--- src/rtl/i2c_pkg.sv ---
// i2c_pkg: shared widths, state encoding and sizing helper for the I2C master controller.
package i2c_pkg;
    localparam int ADDR_WIDTH = 7;
    localparam int DATA_WIDTH = 8;
    localparam int GAP_CYCLES = 2;
    typedef enum logic [3:0] {
        IDLE, START_H, START_L, ADDR, RW, ACK1, GAP, DATA, ACK2, STOP_L, STOP_H, DONE
    } state_t;
    function automatic int cnt_w(input int w);
        return (w > 1) ? $clog2(w) : 1;
    endfunction
endpackage

--- src/rtl/i2c_shift_tx.sv ---
// i2c_shift_tx: loadable LSB-first shift register whose bit counter stops at the last bit.
module i2c_shift_tx #(
    parameter int WIDTH = 8,
    parameter int CNT_W = 3
)(
    input  logic             clk,
    input  logic             reset,
    input  logic             i_load,
    input  logic [WIDTH-1:0] i_data,
    input  logic [CNT_W-1:0] i_last,
    input  logic             i_shift,
    output logic             o_bit,
    output logic             o_bit_next,
    output logic             o_last
);
    logic [WIDTH-1:0] r_sr;
    logic [CNT_W-1:0] r_cnt;
    logic [CNT_W-1:0] r_last_idx;
    logic [WIDTH-1:0] w_sr_next;
    assign w_sr_next  = r_sr >> 1;
    assign o_bit      = r_sr[0];
    assign o_bit_next = w_sr_next[0];
    assign o_last     = r_cnt == r_last_idx;
    always_ff @(posedge clk) begin
        if (reset) begin
            r_sr       <= '0;
            r_cnt      <= '0;
            r_last_idx <= '0;
        end else if (i_load) begin
            r_sr       <= i_data;
            r_cnt      <= '0;
            r_last_idx <= i_last;
        end else if (i_shift && !o_last) begin
            r_sr  <= w_sr_next;
            r_cnt <= r_cnt + 1'b1;
        end
    end
endmodule

--- src/rtl/i2c_master_ctrl.sv ---
// i2c_master_ctrl: single-byte I2C-style master; START, LSB-first address, R/W, ACK, data, STOP.
module i2c_master_ctrl
    import i2c_pkg::*;
#(
    parameter int ADDR_WIDTH = i2c_pkg::ADDR_WIDTH,
    parameter int DATA_WIDTH = i2c_pkg::DATA_WIDTH,
    parameter int GAP_CYCLES = i2c_pkg::GAP_CYCLES
)(
    input  logic                  clk,
    input  logic                  reset,
    input  logic                  cmd_valid,
    output logic                  cmd_ready,
    input  logic                  cmd_write,
    input  logic [ADDR_WIDTH-1:0] cmd_addr,
    input  logic [DATA_WIDTH-1:0] cmd_wdata,
    output logic                  SCL,
    output logic                  SDA_OUT,
    input  logic                  ack_n,
    input  logic [DATA_WIDTH-1:0] data_in,
    output logic [DATA_WIDTH-1:0] rdata,
    output logic                  done,
    output logic                  nack_err,
    output logic                  busy
);
    localparam int SW = (ADDR_WIDTH > DATA_WIDTH) ? ADDR_WIDTH : DATA_WIDTH;
    localparam int CW = cnt_w(SW);
    localparam int GW = cnt_w(GAP_CYCLES);
    state_t                r_state;
    logic                  r_sda;
    logic                  r_done;
    logic                  r_nack;
    logic                  r_write;
    logic [DATA_WIDTH-1:0] r_wdata;
    logic [DATA_WIDTH-1:0] r_rdata;
    logic [GW-1:0]         r_gap;
    logic                  w_load;
    logic                  w_shift;
    logic                  w_bit;
    logic                  w_bit_next;
    logic                  w_last;
    logic [SW-1:0]         w_load_data;
    logic [CW-1:0]         w_load_last;
    // The shifter holds the address from acceptance and is reloaded with the data byte in RW.
    assign w_load      = (r_state == IDLE && cmd_valid) || r_state == RW;
    assign w_load_data = (r_state == IDLE) ? SW'(cmd_addr) : SW'(r_wdata);
    assign w_load_last = (r_state == IDLE) ? CW'(ADDR_WIDTH - 1) : CW'(DATA_WIDTH - 1);
    assign w_shift     = (r_state == ADDR || r_state == DATA) && !w_last;
    i2c_shift_tx #(.WIDTH(SW), .CNT_W(CW)) u_shift (
        .clk       (clk),
        .reset     (reset),
        .i_load    (w_load),
        .i_data    (w_load_data),
        .i_last    (w_load_last),
        .i_shift   (w_shift),
        .o_bit     (w_bit),
        .o_bit_next(w_bit_next),
        .o_last    (w_last)
    );
    assign SCL       = 1'b1;
    assign SDA_OUT   = r_sda;
    assign done      = r_done;
    assign nack_err  = r_nack;
    assign rdata     = r_rdata;
    assign cmd_ready = r_state == IDLE;
    assign busy      = r_state != IDLE;
    // SDA is registered: each transition loads the level the next state drives.
    always_ff @(posedge clk) begin
        if (reset) begin
            r_state <= IDLE;
            r_sda   <= 1'b1;
            r_done  <= 1'b0;
            r_nack  <= 1'b0;
            r_write <= 1'b0;
            r_wdata <= '0;
            r_rdata <= '0;
            r_gap   <= '0;
        end else begin
            r_done <= 1'b0;
            r_sda  <= 1'b1;
            case (r_state)
                IDLE: if (cmd_valid) begin
                    r_state <= START_H;
                    r_write <= cmd_write;
                    r_wdata <= cmd_wdata;
                    r_nack  <= 1'b0;
                end
                START_H: begin
                    r_state <= START_L;
                    r_sda   <= 1'b0;
                end
                START_L: begin
                    r_state <= ADDR;
                    r_sda   <= w_bit;
                end
                ADDR: begin
                    r_state <= w_last ? RW : ADDR;
                    r_sda   <= w_last ? r_write : w_bit_next;
                end
                RW: r_state <= ACK1;
                ACK1: begin
                    if (ack_n || !r_write) begin
                        r_nack  <= ack_n;
                        r_state <= STOP_L;
                        r_sda   <= 1'b0;
                    end else if (GAP_CYCLES == 0) begin
                        r_state <= DATA;
                        r_sda   <= w_bit;
                    end else begin
                        r_state <= GAP;
                        r_gap   <= '0;
                    end
                end
                GAP: begin
                    if (r_gap == GW'(GAP_CYCLES - 1)) begin
                        r_state <= DATA;
                        r_sda   <= w_bit;
                    end else begin
                        r_gap <= r_gap + 1'b1;
                    end
                end
                DATA: begin
                    r_state <= w_last ? ACK2 : DATA;
                    r_sda   <= w_last ? 1'b1 : w_bit_next;
                end
                ACK2: begin
                    r_nack  <= ack_n;
                    r_state <= STOP_L;
                    r_sda   <= 1'b0;
                end
                STOP_L: r_state <= STOP_H;
                STOP_H: begin
                    r_state <= DONE;
                    r_done  <= 1'b1;
                    if (!r_write && !r_nack) r_rdata <= data_in;
                end
                DONE: r_state <= IDLE;
                default: r_state <= IDLE;
            endcase
        end
    end
endmodule

--- config.mk ---
export PLATFORM = sky130hd
export DESIGN_NAME = i2c_master_ctrl
export DESIGN_NICKNAME = d
export VERILOG_FILES = /design/src/rtl/i2c_pkg.sv /design/src/rtl/i2c_shift_tx.sv /design/src/rtl/i2c_master_ctrl.sv
export SDC_FILE = /design/constraint.sdc
export NUM_CORES = 1
export LEC_CHECK = 0
export CAP_MARGIN = 20
export CELL_PAD_IN_SITES_DETAIL_PLACEMENT = 2
export CELL_PAD_IN_SITES_GLOBAL_PLACEMENT = 2
export CORE_ASPECT_RATIO = 0.9
export CORE_MARGIN = 3
export CORE_UTILIZATION = 26
export CTS_CLUSTER_DIAMETER = 100
export CTS_CLUSTER_SIZE = 12
export DETAILED_ROUTE_END_ITERATION = 10
export PLACE_DENSITY_LB_ADDON = 0.1
export RECOVER_POWER = 25
export SLEW_MARGIN = 10
export SYNTH_ARGS = -nofsm -noshare
export SYNTH_HDL_FRONTEND = slang
export SYNTH_SLANG_ARGS = --single-unit
--- constraint.sdc ---
create_clock -name clk -period 1.67 [get_ports clk]
set_clock_uncertainty 0.05 [all_clocks]
set_input_delay 0.4175 -clock clk [delete_from_list [all_inputs] [get_ports clk]]
set_output_delay 0.4175 -clock clk [all_outputs]
set_load 0.05 [all_outputs]
# After elaboration in Yosys (flattened, before gate mapping)
# Cells that the tools add are included.
dict set report classes {
  muxes 22
  n_reduce_logical 22
  eq_ne 15
  addsub 2
}
# operator count
set op_table {}
lappend op_table {{4-bit case mux with 11 select lines} 1}
lappend op_table {{8-bit 2-to-1 mux} 3}
lappend op_table {{4-bit by 3-bit equality test with 1-bit output, second input constant} 4}
lappend op_table {{4-bit 2-to-1 mux} 4}
lappend op_table {{4-bit equality test, second input constant} 3}
lappend op_table {{1-bit 2-to-1 mux} 10}
lappend op_table {{4-bit by 2-bit equality test with 1-bit output, second input constant} 2}
lappend op_table {{2-bit inequality test, second input constant} 4}
lappend op_table {{2-bit AND reduction} 4}
lappend op_table {{1-bit case mux with 6 select lines} 1}
lappend op_table {{4-bit by 1-bit equality test with 1-bit output, second input constant} 1}
lappend op_table {{1-bit logical AND} 4}
lappend op_table {{4-bit logical NOT} 1}
lappend op_table {{2-bit nonzero test} 2}
lappend op_table {{4-bit nonzero test} 1}
lappend op_table {{2-bit OR reduction} 2}
lappend op_table {{3-bit by 1-bit adder with 3-bit output, second input constant} 1}
lappend op_table {{3-bit equality test} 1}
lappend op_table {{1-bit logical NOT} 3}
lappend op_table {{1-bit logical OR} 3}
lappend op_table {{3-bit 2-to-1 mux} 1}
lappend op_table {{1-bit case mux with 3 select lines} 1}
lappend op_table {{3-bit AND reduction} 1}
lappend op_table {{3-bit nonzero test} 1}
lappend op_table {{2 further kinds} 2}
dict set report totals {
  inputBits 28
  regBits 39
  output_inout_bits 14
}

# Logic depth before layout (Yosys ltp)
dict set report logic_depth {
  word_depth 6
  mapped_depth 6
  mapped_depth_nobuf 4
}

# Hierarchy
# A second synthesis with hierarchy kept.
dict set report hier_totals {
  hier_cells 231
  area_unflattened_um2 1944.4
}
# module n_inst seq_area_each_um2 cells_each area_each_um2
set modules_own_cells {}
lappend modules_own_cells {i2c_master_ctrl 1 500.5 159 1234.9}
lappend modules_own_cells {i2c_shift_tx 1 280.3 72 709.4}

# Worst setup path after synthesis
# OpenSTA, ideal clock, no wires.
dict set report synth_path {
  path_kind {register -> output}
  start {reg r_state[3]}
  end {out busy}
  t_arrival_ns 2.007
  n_path_buf 2
  path_slack_ns -0.804
  t_required_ns 1.202
  stages_incl_launch_ff 5
  path_cell_list {dfxtp_1 -> clkbuf_1 -> nor4_1 -> clkbuf_1 -> inv_1}
}
dict set report synth_via {
  elab_chain_len 1
}
# item line
set synth_rtl {}
lappend synth_rtl {{start, declared} i2c_master_ctrl.sv:28} ;# state_t r_state;
lappend synth_rtl {{start signal, assigned} i2c_master_ctrl.sv:96} ;# r_state <= w_last ? RW : ADDR;
lappend synth_rtl {{start signal, assigned} i2c_master_ctrl.sv:122} ;# r_state <= w_last ? ACK2 : DATA;
lappend synth_rtl {{4-bit nonzero test} i2c_master_ctrl.sv:65} ;# assign busy = r_state != IDLE;
lappend synth_rtl {{end, declared} i2c_master_ctrl.sv:23} ;# output logic busy
# No other way between the ends.

# Final worst setup path
dict set report layout_path {
  start {reg r_state[3]}
  end {out cmd_ready}
}
dict set report layout_via {
  elab_chain_len 1
}
# item line
set layout_rtl {}
lappend layout_rtl {{4-bit logical NOT} i2c_master_ctrl.sv:64} ;# assign cmd_ready = r_state == IDLE;
lappend layout_rtl {{end, declared} i2c_master_ctrl.sv:12} ;# output logic cmd_ready,
# No other way between the ends.

==> results.sh <==
export IMPL_clock_latency_ns=0.30
export IMPL_status="complete, but fails checks"
export IMPL_report_final_slew_viol_count=0
export IMPL_dr_pass1_iters=4
export IMPL_drive_gt1_frac=0.242
export IMPL_grt_pass1_wl_um=10100
export IMPL_clockBufferDepth=2
export IMPL_vias=1859
export IMPL_drc_errors=0
export IMPL_core_sq_um=6620
export IMPL_p_leak_nw=1.24
export IMPL_drt_iter0_drc=48
export IMPL_finalSetupViolations=13
export IMPL_syn_num_nets=239
export IMPL_clock_fmax_mhz=529
export IMPL_relSlewSlack=0.658
export IMPL_globalplace_congestion=0.767
export IMPL_ys_ff_latch=38
export IMPL_period_share=1.13
export IMPL_rsz0062_at_grt="true"
export IMPL_first_global_vias=1955
export IMPL_start_kind="flop"
export IMPL_power_mw=2.72
export IMPL_cts_tree="built"
export IMPL_critPathRequiredTime_ns=1.20
export IMPL_synth_top_area_share=0.426
export IMPL_nFillCells=707
export IMPL_cts_sinks=38
export IMPL_ff_latch_area_sq_um=767
export IMPL_portBuffers=40
export IMPL_wl_um=6310
export IMPL_drv_cap=0
export IMPL_die_w_um=93.4
export IMPL_h_tree_depth=2
export IMPL_antenna_found_initial=0
export IMPL_start_util=0.270
export IMPL_hold_class="flop to flop"
export IMPL_worstSetupPathType="flop to primary output"
export IMPL_p_sw_mw=0.794
export IMPL_critPathCaptureType="primary output"
export IMPL_netlist_area_sq_um=1790
export IMPL_synth_top_flop_cell="dfxtp_1"
export IMPL_grt_max_degree=29
export IMPL_synthesis_instances=210
export IMPL_dp_hpwl_um=4430
export IMPL_yosysTopAreaCell="dfxtp_1"
export IMPL_worst_pin_slew_ns=0.512
export IMPL_whs_ns=0.413
export IMPL_syn_to_final_growth_pct=57.0
export IMPL_rows=28
export IMPL_multi_input_area_sq_um=981
export IMPL_dpl_cell_area_sq_um=2570
export IMPL_violations="negative setup slack"
export IMPL_ys_async_sr_fraction=0
export IMPL_hold_violations=0
export IMPL_final_net_count=305
export IMPL_avgRoutedWirePerCell_um=17.2
export IMPL_postSynthAreaPerCell_sq_um=8.50
export IMPL_layout_commonest_cell="dfxtp_1"
export IMPL_yosys_warnings=0
export IMPL_antenna_left=0
export IMPL_clk_pin_slew_ns=0.08
export IMPL_layout_common_cells="dfxtp_1, buf_4, clkdlybuf4s50_1"
export IMPL_design_die_area_sq_um=7900
export IMPL_viasPerCell=5.07
export IMPL_postLayoutSetupSlackWorst_ns=-0.221
export IMPL_final_cell_area_sq_um=2800
export IMPL_min_period_ns=1.89
export IMPL_boundaryPins=42
export IMPL_postCtsHoldBufs=0
export IMPL_track_usage=0.166
export IMPL_dp_slack_ns=-0.332
export IMPL_numCtsBuffers=5
export IMPL_cts_root_buf="clkbuf_8"
export IMPL_ir_drop_v=0.000396
export IMPL_cp_max_fo=8
export IMPL_synthTopCellsByArea="dfxtp_1, a21oi_1, mux2i_1, nand2_1, a22o_1"
export IMPL_power_density_nw_per_um2=971
export IMPL_final_core_util=0.423
export IMPL_diodes=0
export IMPL_p_int_mw=1.93
export IMPL_synth_cell_types=44
export IMPL_swShare=0.292
export IMPL_synth_edf_count=0
export IMPL_clockPowerShare=0.352
export IMPL_die_y_um=84.6
export IMPL_grt_ovfl_total=0
export IMPL_dp_cells=351
export IMPL_worstPathArrival_ns=1.42
export IMPL_setup_tns_ns=-1.29
export IMPL_p_comb_frac=0.283
export IMPL_p_seq_frac=0.365
export IMPL_final_cells=367
export IMPL_ys_seq_area_frac=0.426
-- sequential cells by signal, summed over array words and instances, names as in the netlist --
signal / cells
r_wdata: 8
nack_err: 1
r_gap: 1
u_shift.r_cnt: 3
done: 1
r_write: 1
u_shift.r_last_idx: 2
rdata: 8
SDA_OUT: 1
r_state: 4
u_shift.r_sr: 8
-- power groups by stage --
stage | registers [mW] | clock network [mW] | logic (mW)
global route | 1.00 | 1.03 | 0.832
finish | 0.995 | 0.958 | 0.770
global placement | 1.01 | 0 | 0.665
floorplan | 1.01 | 0 | 0.368
detailed placement | 1.01 | 0 | 0.677
CTS | 0.993 | 0.993 | 0.779
-- path summary, 6_finish.rpt --
| path | start | endpoint | slack [ns] | depth (start not counted) |
|---|---|---|---|---|
| max | r_state[3] | cmd_ready | -0.22 | 5 |
| max reg2reg | r_state[3] | rdata[7] | -0.10 | 4 |
| min reg2reg | r_wdata[6] | r_wdata[6] | 0.41 | 2 |
| min | r_wdata[6] | r_wdata[6] | 0.41 | 2 |
-- final cells by class --
cell class,count,area share
Clock inverter,3,0.0245
Timing Repair Buffer,76,0.279
Clock buffer,5,0.0245
Tap cell,90,0.0402
Sequential cell,38,0.274
Inverter,5,0.00803
Multi-Input combinational cell,150,0.350
-- routing by layer --
layer  global-route usage  vias up  routed length [um]
met1                0.229      915                2940
li1                     -      897                   -
met4               0.0479        0                  69
met2                0.260       39                3030
met3               0.0341        8                 274
met5                    0        -                   0
-- cell usage after synthesis (2+ instances only) --
| library cell | number |
|---|---|
| inv_1 | 5 |
| buf_6 | 2 |
| nand2_1 | 19 |
| nor3_1 | 5 |
| dfxtp_1 | 38 |
| o21a_1 | 3 |
| o21ai_0 | 10 |
| a22o_1 | 7 |
| nand3_1 | 12 |
| clkbuf_1 | 14 |
| o2bb2ai_1 | 6 |
| a22oi_1 | 8 |
| or3_1 | 2 |
| nor2_1 | 14 |
| nor2b_1 | 4 |
| a31oi_1 | 2 |
| o31ai_1 | 3 |
| or4_1 | 2 |
| mux2i_1 | 9 |
| a21oi_1 | 19 |
| nor3b_1 | 2 |
| or2_2 | 2 |
-- repair_timing --
action	4_1_cts	5_1_grt
setup buffers	5	4
cloned	1	0
hold endpoints to repair	0	0
pin swaps	4	3
setup endpoints to repair	12	23
resized for setup	13	10
-- critical path: stages, from the launching register on --
cell     delay [ns]
dfxtp_2        0.34
buf_8          0.13
nor4_4         0.26
buf_6          0.16
buf_12         0.10
buf_12         0.12
-- cells by family after synthesis --
group                      Yosys count  synth area share
adders and majority gates            1           0.00701
buffers and inverters               22            0.0568
and+or+nand+nor                     69             0.192
AOI/OAI and AO/OA                   69             0.261
xor gates and xnor gates             1           0.00491
other                                1           0.00210
muxes                                9            0.0505
DFF                                 38             0.426
(Power assumes the default switching activity.)
